$ cat src/rtl/vga_timing_pkg.sv
// Shared VGA vertical timing types, 640x480 default constants and the frame-length helper.
package vga_timing_pkg;

    typedef enum logic [1:0] {
        BACK   = 2'd0,
        ACTIVE = 2'd1,
        FRONT  = 2'd2,
        SYNC   = 2'd3
    } vregion_t;

    localparam int V_ACTIVE_640 = 480;
    localparam int V_FP_640     = 10;
    localparam int V_SYNC_640   = 2;
    localparam int V_BP_640     = 29;

    function automatic int v_total(input int bp, input int act, input int fp, input int sync);
        return bp + act + fp + sync;
    endfunction

endpackage

$ cat src/rtl/vga_vregion_decode.sv
// Combinational decode of a line number into its vertical region and active-row index.
module vga_vregion_decode
    import vga_timing_pkg::*;
#(
    parameter int V_BP     = V_BP_640,
    parameter int V_ACTIVE = V_ACTIVE_640,
    parameter int V_FP     = V_FP_640,
    parameter int LW       = 10
) (
    input  logic [LW-1:0] line_i,
    output vregion_t      region_o,
    output logic [LW-1:0] row_o
);

    localparam logic [LW-1:0] ACT_START  = LW'(V_BP);
    localparam logic [LW-1:0] ACT_END    = LW'(V_BP + V_ACTIVE);
    localparam logic [LW-1:0] SYNC_START = LW'(V_BP + V_ACTIVE + V_FP);

    // Zero-length porches fall out naturally: an empty range never matches.
    always_comb begin
        region_o = SYNC;
        row_o    = '0;
        if (line_i < ACT_START) begin
            region_o = BACK;
        end else if (line_i < ACT_END) begin
            region_o = ACTIVE;
            row_o    = line_i - ACT_START;
        end else if (line_i < SYNC_START) begin
            region_o = FRONT;
        end
    end

endmodule

$ cat src/rtl/vga_vtiming_gen.sv
// Vertical timing generator: one line per qualified end-of-line strobe.
// Optional row prefetch look-ahead is built when VGA_VTIMING_PREFETCH_EN is defined.
//
// state  | meaning
// BACK   | back-porch lines before the visible area
// ACTIVE | visible lines, y_pos valid
// FRONT  | front-porch lines after the visible area
// SYNC   | vsync asserted, last lines of the frame
module vga_vtiming_gen
    import vga_timing_pkg::*;
#(
    parameter int V_ACTIVE  = V_ACTIVE_640,
    parameter int V_FP      = V_FP_640,
    parameter int V_SYNC    = V_SYNC_640,
    parameter int V_BP      = V_BP_640,
    parameter int SYNC_POL  = 0,
    parameter int LOOKAHEAD = 2,
    parameter int FRAME_W   = 8,
    localparam int V_TOTAL  = v_total(V_BP, V_ACTIVE, V_FP, V_SYNC),
    localparam int LW       = $clog2(V_TOTAL)
) (
    input  logic               clk,
    input  logic               reset,
    input  logic               pixel_tick,
    input  logic               eol,
    output logic               vsync,
    output logic               vvideo_on,
    output logic [LW-1:0]      y_pos,
    output logic [LW-1:0]      y_pos_next,
    output logic               sof,
    output logic               eof,
    output logic [FRAME_W-1:0] frame_cnt,
    output logic               prefetch,
    output logic [LW-1:0]      prefetch_y
);

    localparam logic [LW-1:0] LAST_LINE = LW'(V_TOTAL - 1);
    localparam logic [LW-1:0] ACT_FIRST = LW'(V_BP);
    localparam logic [LW-1:0] ACT_LAST  = LW'(V_BP + V_ACTIVE - 1);
    localparam logic          SYNC_ON   = (SYNC_POL != 0);

    if (V_ACTIVE < 1 || V_SYNC < 1 || LOOKAHEAD < 1 || LOOKAHEAD >= V_TOTAL) begin : g_bad_param
        $error("vga_vtiming_gen: illegal vertical timing parameters");
    end

    logic               step;
    logic [LW-1:0]      line_q, line_d, line_inc;
    vregion_t           state_q, state_d, next_region;
    logic [LW-1:0]      next_row;
    logic               vsync_q, vsync_d;
    logic               vvideo_q, vvideo_d;
    logic [LW-1:0]      y_q, y_d;
    logic               sof_q, sof_d;
    logic               eof_q, eof_d;
    logic [FRAME_W-1:0] frame_q, frame_d;

    assign step     = pixel_tick & eol;
    assign line_inc = (line_q == LAST_LINE) ? '0 : line_q + LW'(1);

    vga_vregion_decode #(
        .V_BP     (V_BP),
        .V_ACTIVE (V_ACTIVE),
        .V_FP     (V_FP),
        .LW       (LW)
    ) u_next_dec (
        .line_i   (line_inc),
        .region_o (next_region),
        .row_o    (next_row)
    );

    // Outputs decode the incoming line so they never lag line_q.
    always_comb begin
        line_d   = line_q;
        state_d  = state_q;
        vsync_d  = vsync_q;
        vvideo_d = vvideo_q;
        y_d      = y_q;
        sof_d    = 1'b0;
        eof_d    = 1'b0;
        frame_d  = frame_q;
        if (step) begin
            line_d   = line_inc;
            state_d  = next_region;
            vsync_d  = (next_region == SYNC) ? SYNC_ON : !SYNC_ON;
            vvideo_d = (next_region == ACTIVE);
            y_d      = next_row;
            sof_d    = (line_inc == ACT_FIRST);
            eof_d    = (line_q == ACT_LAST);
            if (line_q == LAST_LINE) begin
                frame_d = frame_q + FRAME_W'(1);
            end
        end
    end

    always_ff @(posedge clk) begin
        if (reset) begin
            line_q   <= '0;
            state_q  <= BACK;
            vsync_q  <= !SYNC_ON;
            vvideo_q <= 1'b0;
            y_q      <= '0;
            sof_q    <= 1'b0;
            eof_q    <= 1'b0;
            frame_q  <= '0;
        end else begin
            line_q   <= line_d;
            state_q  <= state_d;
            vsync_q  <= vsync_d;
            vvideo_q <= vvideo_d;
            y_q      <= y_d;
            sof_q    <= sof_d;
            eof_q    <= eof_d;
            frame_q  <= frame_d;
        end
    end

    assign vsync      = vsync_q;
    assign vvideo_on  = vvideo_q;
    assign y_pos      = y_q;
    assign y_pos_next = next_row;
    assign sof        = sof_q;
    assign eof        = eof_q;
    assign frame_cnt  = frame_q;

`ifdef VGA_VTIMING_PREFETCH_EN
    logic [LW:0]   pf_sum;
    logic [LW-1:0] pf_line;
    vregion_t      pf_region;
    logic [LW-1:0] pf_row;
    logic          pf_q, pf_d;
    logic [LW-1:0] pf_y_q, pf_y_d;

    // Single compare-and-subtract suffices since LOOKAHEAD < V_TOTAL.
    always_comb begin
        pf_sum = {1'b0, line_inc} + (LW+1)'(LOOKAHEAD);
        if (pf_sum >= (LW+1)'(V_TOTAL)) begin
            pf_sum = pf_sum - (LW+1)'(V_TOTAL);
        end
        pf_line = pf_sum[LW-1:0];
    end

    vga_vregion_decode #(
        .V_BP     (V_BP),
        .V_ACTIVE (V_ACTIVE),
        .V_FP     (V_FP),
        .LW       (LW)
    ) u_pf_dec (
        .line_i   (pf_line),
        .region_o (pf_region),
        .row_o    (pf_row)
    );

    always_comb begin
        pf_d   = pf_q;
        pf_y_d = pf_y_q;
        if (step) begin
            pf_d   = (pf_region == ACTIVE);
            pf_y_d = pf_row;
        end
    end

    always_ff @(posedge clk) begin
        if (reset) begin
            pf_q   <= 1'b0;
            pf_y_q <= '0;
        end else begin
            pf_q   <= pf_d;
            pf_y_q <= pf_y_d;
        end
    end

    assign prefetch   = pf_q;
    assign prefetch_y = pf_y_q;
`else
    assign prefetch   = 1'b0;
    assign prefetch_y = '0;
`endif

endmodule

$ cat config.mk
export PLATFORM = sky130hd
export DESIGN_NAME = vga_vtiming_gen
export DESIGN_NICKNAME = d
export VERILOG_FILES = /design/src/rtl/vga_timing_pkg.sv /design/src/rtl/vga_vregion_decode.sv /design/src/rtl/vga_vtiming_gen.sv
export SDC_FILE = /design/constraint.sdc
export NUM_CORES = 1
export LEC_CHECK = 0
export CAP_MARGIN = 20
export CORE_MARGIN = 5
export CORE_UTILIZATION = 40
export DETAILED_ROUTE_END_ITERATION = 8
export PLACE_DENSITY = 0.66
export SLEW_MARGIN = 30
export SYNTH_ARGS = -nofsm -noshare
export SYNTH_HDL_FRONTEND = slang
export SYNTH_SLANG_ARGS = --single-unit
$ cat constraint.sdc
create_clock -name clk -period 7.2 [get_ports clk]
set_clock_uncertainty 0.2 [all_clocks]
set_input_delay 2.16 -clock clk [delete_from_list [all_inputs] [get_ports clk]]
set_output_delay 2.16 -clock clk [all_outputs]
set_load 0.1 [all_outputs]
==> out/metrics.yaml <==
place:
  place.gp.congestion: 0.874
  place_hpwl_mm: 3.53
  io_buffers: 35
logic_synthesis:
  ys.flop_type: "dfxtp_1"
  synthXorXnorAreaFrac_pct: 9.94
  yosys-top-cells-count: "dfxtp_1, nand2_1, nor2_1"
  synth-async-reset-ratio_pct: 0
  yosys.area_share.simple_pct: 28.5
  synth.avg_cell_area_sq_um: 7.77
  yosysMostFrequentCell: "dfxtp_1"
  yosysTopAreaCell: "dfxtp_1"
  yosysWarnings: 0
  syn-cell-area_sq_um: 2030
  synth_top_family_by_area: "simple AND/OR/NAND/NOR gates"
  synth_edf_count: 0
  synth.area.mux_share_pct: 0.494
  syn_inst: 261
  yosysUniqueCellTypes: 50
  netlist.area_leader.share_pct: 31.6
  seq_area_frac_synth_pct: 31.6
  ys_ff_latch: 32
  synth_compound_area_share_pct: 16.2
  yosys.area_share.adder_pct: 3.70
  synthTopCellsByArea: "dfxtp_1, xor2_1, nand2_1"
setup_path:
  worst_setup_path_end_kind: "output pin"
  cpMaxStageDelayCell: "or4b_1"
  worstSetupPathType: "register to output pin"
  worstPathMaxFanout: 13
  critical_path_arrival_ps: 4030
  crit_chain: "inv_1 -> ha_1 -> nand4bb_1 -> nand4b_1 -> and2_1 -> inv_1 -> ha_1 -> or4b_1 -> and2_4 -> a221o_1 -> nor3b_2 -> buf_4"
  worstReg2RegStart: "line_q[0]"
  cp_slowest_stage_delay_ps: 560
  cp.required_ps: 4840
  crit_start: "line_q[0]"
  start_kind: "register"
floorplanning:
  pin_count: 47
  die_x_um: 81.2
  die_area_sq_um: 6590
  design.core.area_sq_um: 5010
  row_count: 26
  start_util_pct: 40.5
  die_h_um: 81.2
clock_tree:
  cts_tree: "built"
  numCtsBuffers: 5
  htreeDepth: 2
  cts_repair_resize_count: 0
  post_cts_buffers: 0
  clock-sinks: 32
  postCtsHoldBufs: 0
  clk_latency_ps: 280
  clk_pin_slew_worst_paths_ps: 70
  cts_root_buf: "clkbuf_8"
  cts_buffer_depth: 2
routing:
  drt-total-wl_mm: 4.92
  drtIter0Drc: 79
  via_count: 1872
  routedWlPerCell_um: 13.8
  drtAntennaViolNets: 0
  routed_via_density: 5.26
  drt_pass1_iterations: 4
  drc: 0
pwr:
  ir_drop_mv: 0.0799
  p_leak_nw: 0.902
  power_density_nw_per_um2: 167
timing:
  hold_viol: 0
  final_max_slew_viol_count: 0
  finalSetupTns_ps: 0
  slew_headroom_pct: 34.0
  period_needed_ps: 6390
  finalCritPeriodShare_pct: 88.8
  fmax_mhz: 156
  setup_viol: 0
  rsz0062_at_grt: "false"
  worst_pin_slew_ps: 986
run_status:
  status: "finished, final reports clean"
job:
  drv_cap: 0
grt:
  grt_max_degree: 38
  antenna_found_initial: 0
  grt_pass1_vias: 1764
  grt_pass1_wl_mm: 8.28
  grt_use_total_pct: 16.0
  overflow: 0
layout:
  area_growth_syn_to_layout_pct: 21.0
  final_util_pct: 49.0
  fillCellCount: 534
  n_antenna_cell: 0
  drive_above_1_share_pct: 7.34
  nets: 295
worst_hold_path:
  hp-class: "register to register"
  worstHoldStart: "vvideo_on"
layout make-up:
cell class	instances	area (sq um)	share of cell area (%)
Tap cell	70	87.6	3.57
Multi-Input combinational cell	203	1240	50.5
Sequential cell	32	641	26.1
Clock inverter	1	30.0	1.22
Inverter	7	26.3	1.07
Timing Repair Buffer	36	333	13.6
Clock buffer	7	96.3	3.93
cells by family (layout without fill, tap and decap cells):
logic type	Yosys count	count (layout)
AO/OA/AOI/OAI	49	49
XOR/XNOR	23	23
adder cells (fa/ha/maj)	6	6
buffers and inverters	36	51
flip-flops	32	32
multiplexers	1	1
other	1	11
AND/OR/NAND/NOR	113	113
placed cells by master, fill, tap and decap left out, types with 3 or more instances in the layout:
| master | count |
|---|---|
| nand4_1 | 6 |
| o31ai_1 | 5 |
| inv_1 | 7 |
| o21ai_0 | 5 |
| xnor2_1 | 10 |
| clkdlybuf4s50_1 | 25 |
| nand3b_1 | 6 |
| clkbuf_8 | 7 |
| conb_1 | 11 |
| nand2_1 | 29 |
| nor2_1 | 29 |
| o21bai_1 | 3 |
| dfxtp_1 | 32 |
| a21oi_1 | 18 |
| or3_1 | 4 |
| buf_4 | 11 |
| ha_1 | 6 |
| and3_1 | 5 |
| xor2_1 | 13 |
| nor3_1 | 5 |
| nand2b_1 | 4 |
| nand3_1 | 8 |
| and2_1 | 3 |
state kept, by name, indices dropped and copies added (netlist names):
| signal | count |
|---|---|
| frame_cnt | 8 |
| line_q | 10 |
| sof | 1 |
| vvideo_on | 1 |
| eof | 1 |
| y_pos | 10 |
| vsync | 1 |
through the flow:
step	hold slack, ps	setup WS, ps	cell area (sq um)	cells	power (mW)
after floorplan	287	784	2070	271	0.224
after global placement	242	1350	2330	348	0.224
after detailed placement	245	1190	2330	348	0.224
after CTS	255	835	2450	356	0.414
after global routing	274	561	2450	356	0.424
final	253	807	2450	356	0.409
worst max-delay path, delay by kind of cell, from the launching register on:
family	cells	cell delay [ps]
compound gates	1	490
fa+ha+maj	2	480
buf+inv	3	520
flops	1	500
simple gates	6	1750
power breakdown:
part | switching, mW | internal [mW]
Combinational | 0.0361 | 0.00535
Sequential | 0.00135 | 0.178
Clock | 0.0662 | 0.122
Total | 0.104 | 0.305
final timing paths:
path                            depth (start not counted)  slack [ps]       endpoint
worst max-delay path                                   12         810  y_pos_next[9]
worst min-delay path                                    2         250      vvideo_on
worst max register to register                         12        3150       y_pos[3]
worst min register to register                          2         250      vvideo_on
per-layer routing:
layer / global-route usage (%) / wire length, um / vias to the layer above
met1: 20.1 / 2180 / 865
li1: - / - / 927
met3: 2.99 / 320 / 13
met5: 0 / 0 / -
met4: 7.09 / 115 / 0
met2: 26.4 / 2310 / 67
Note: power is estimated with default switching activity, not from simulation.
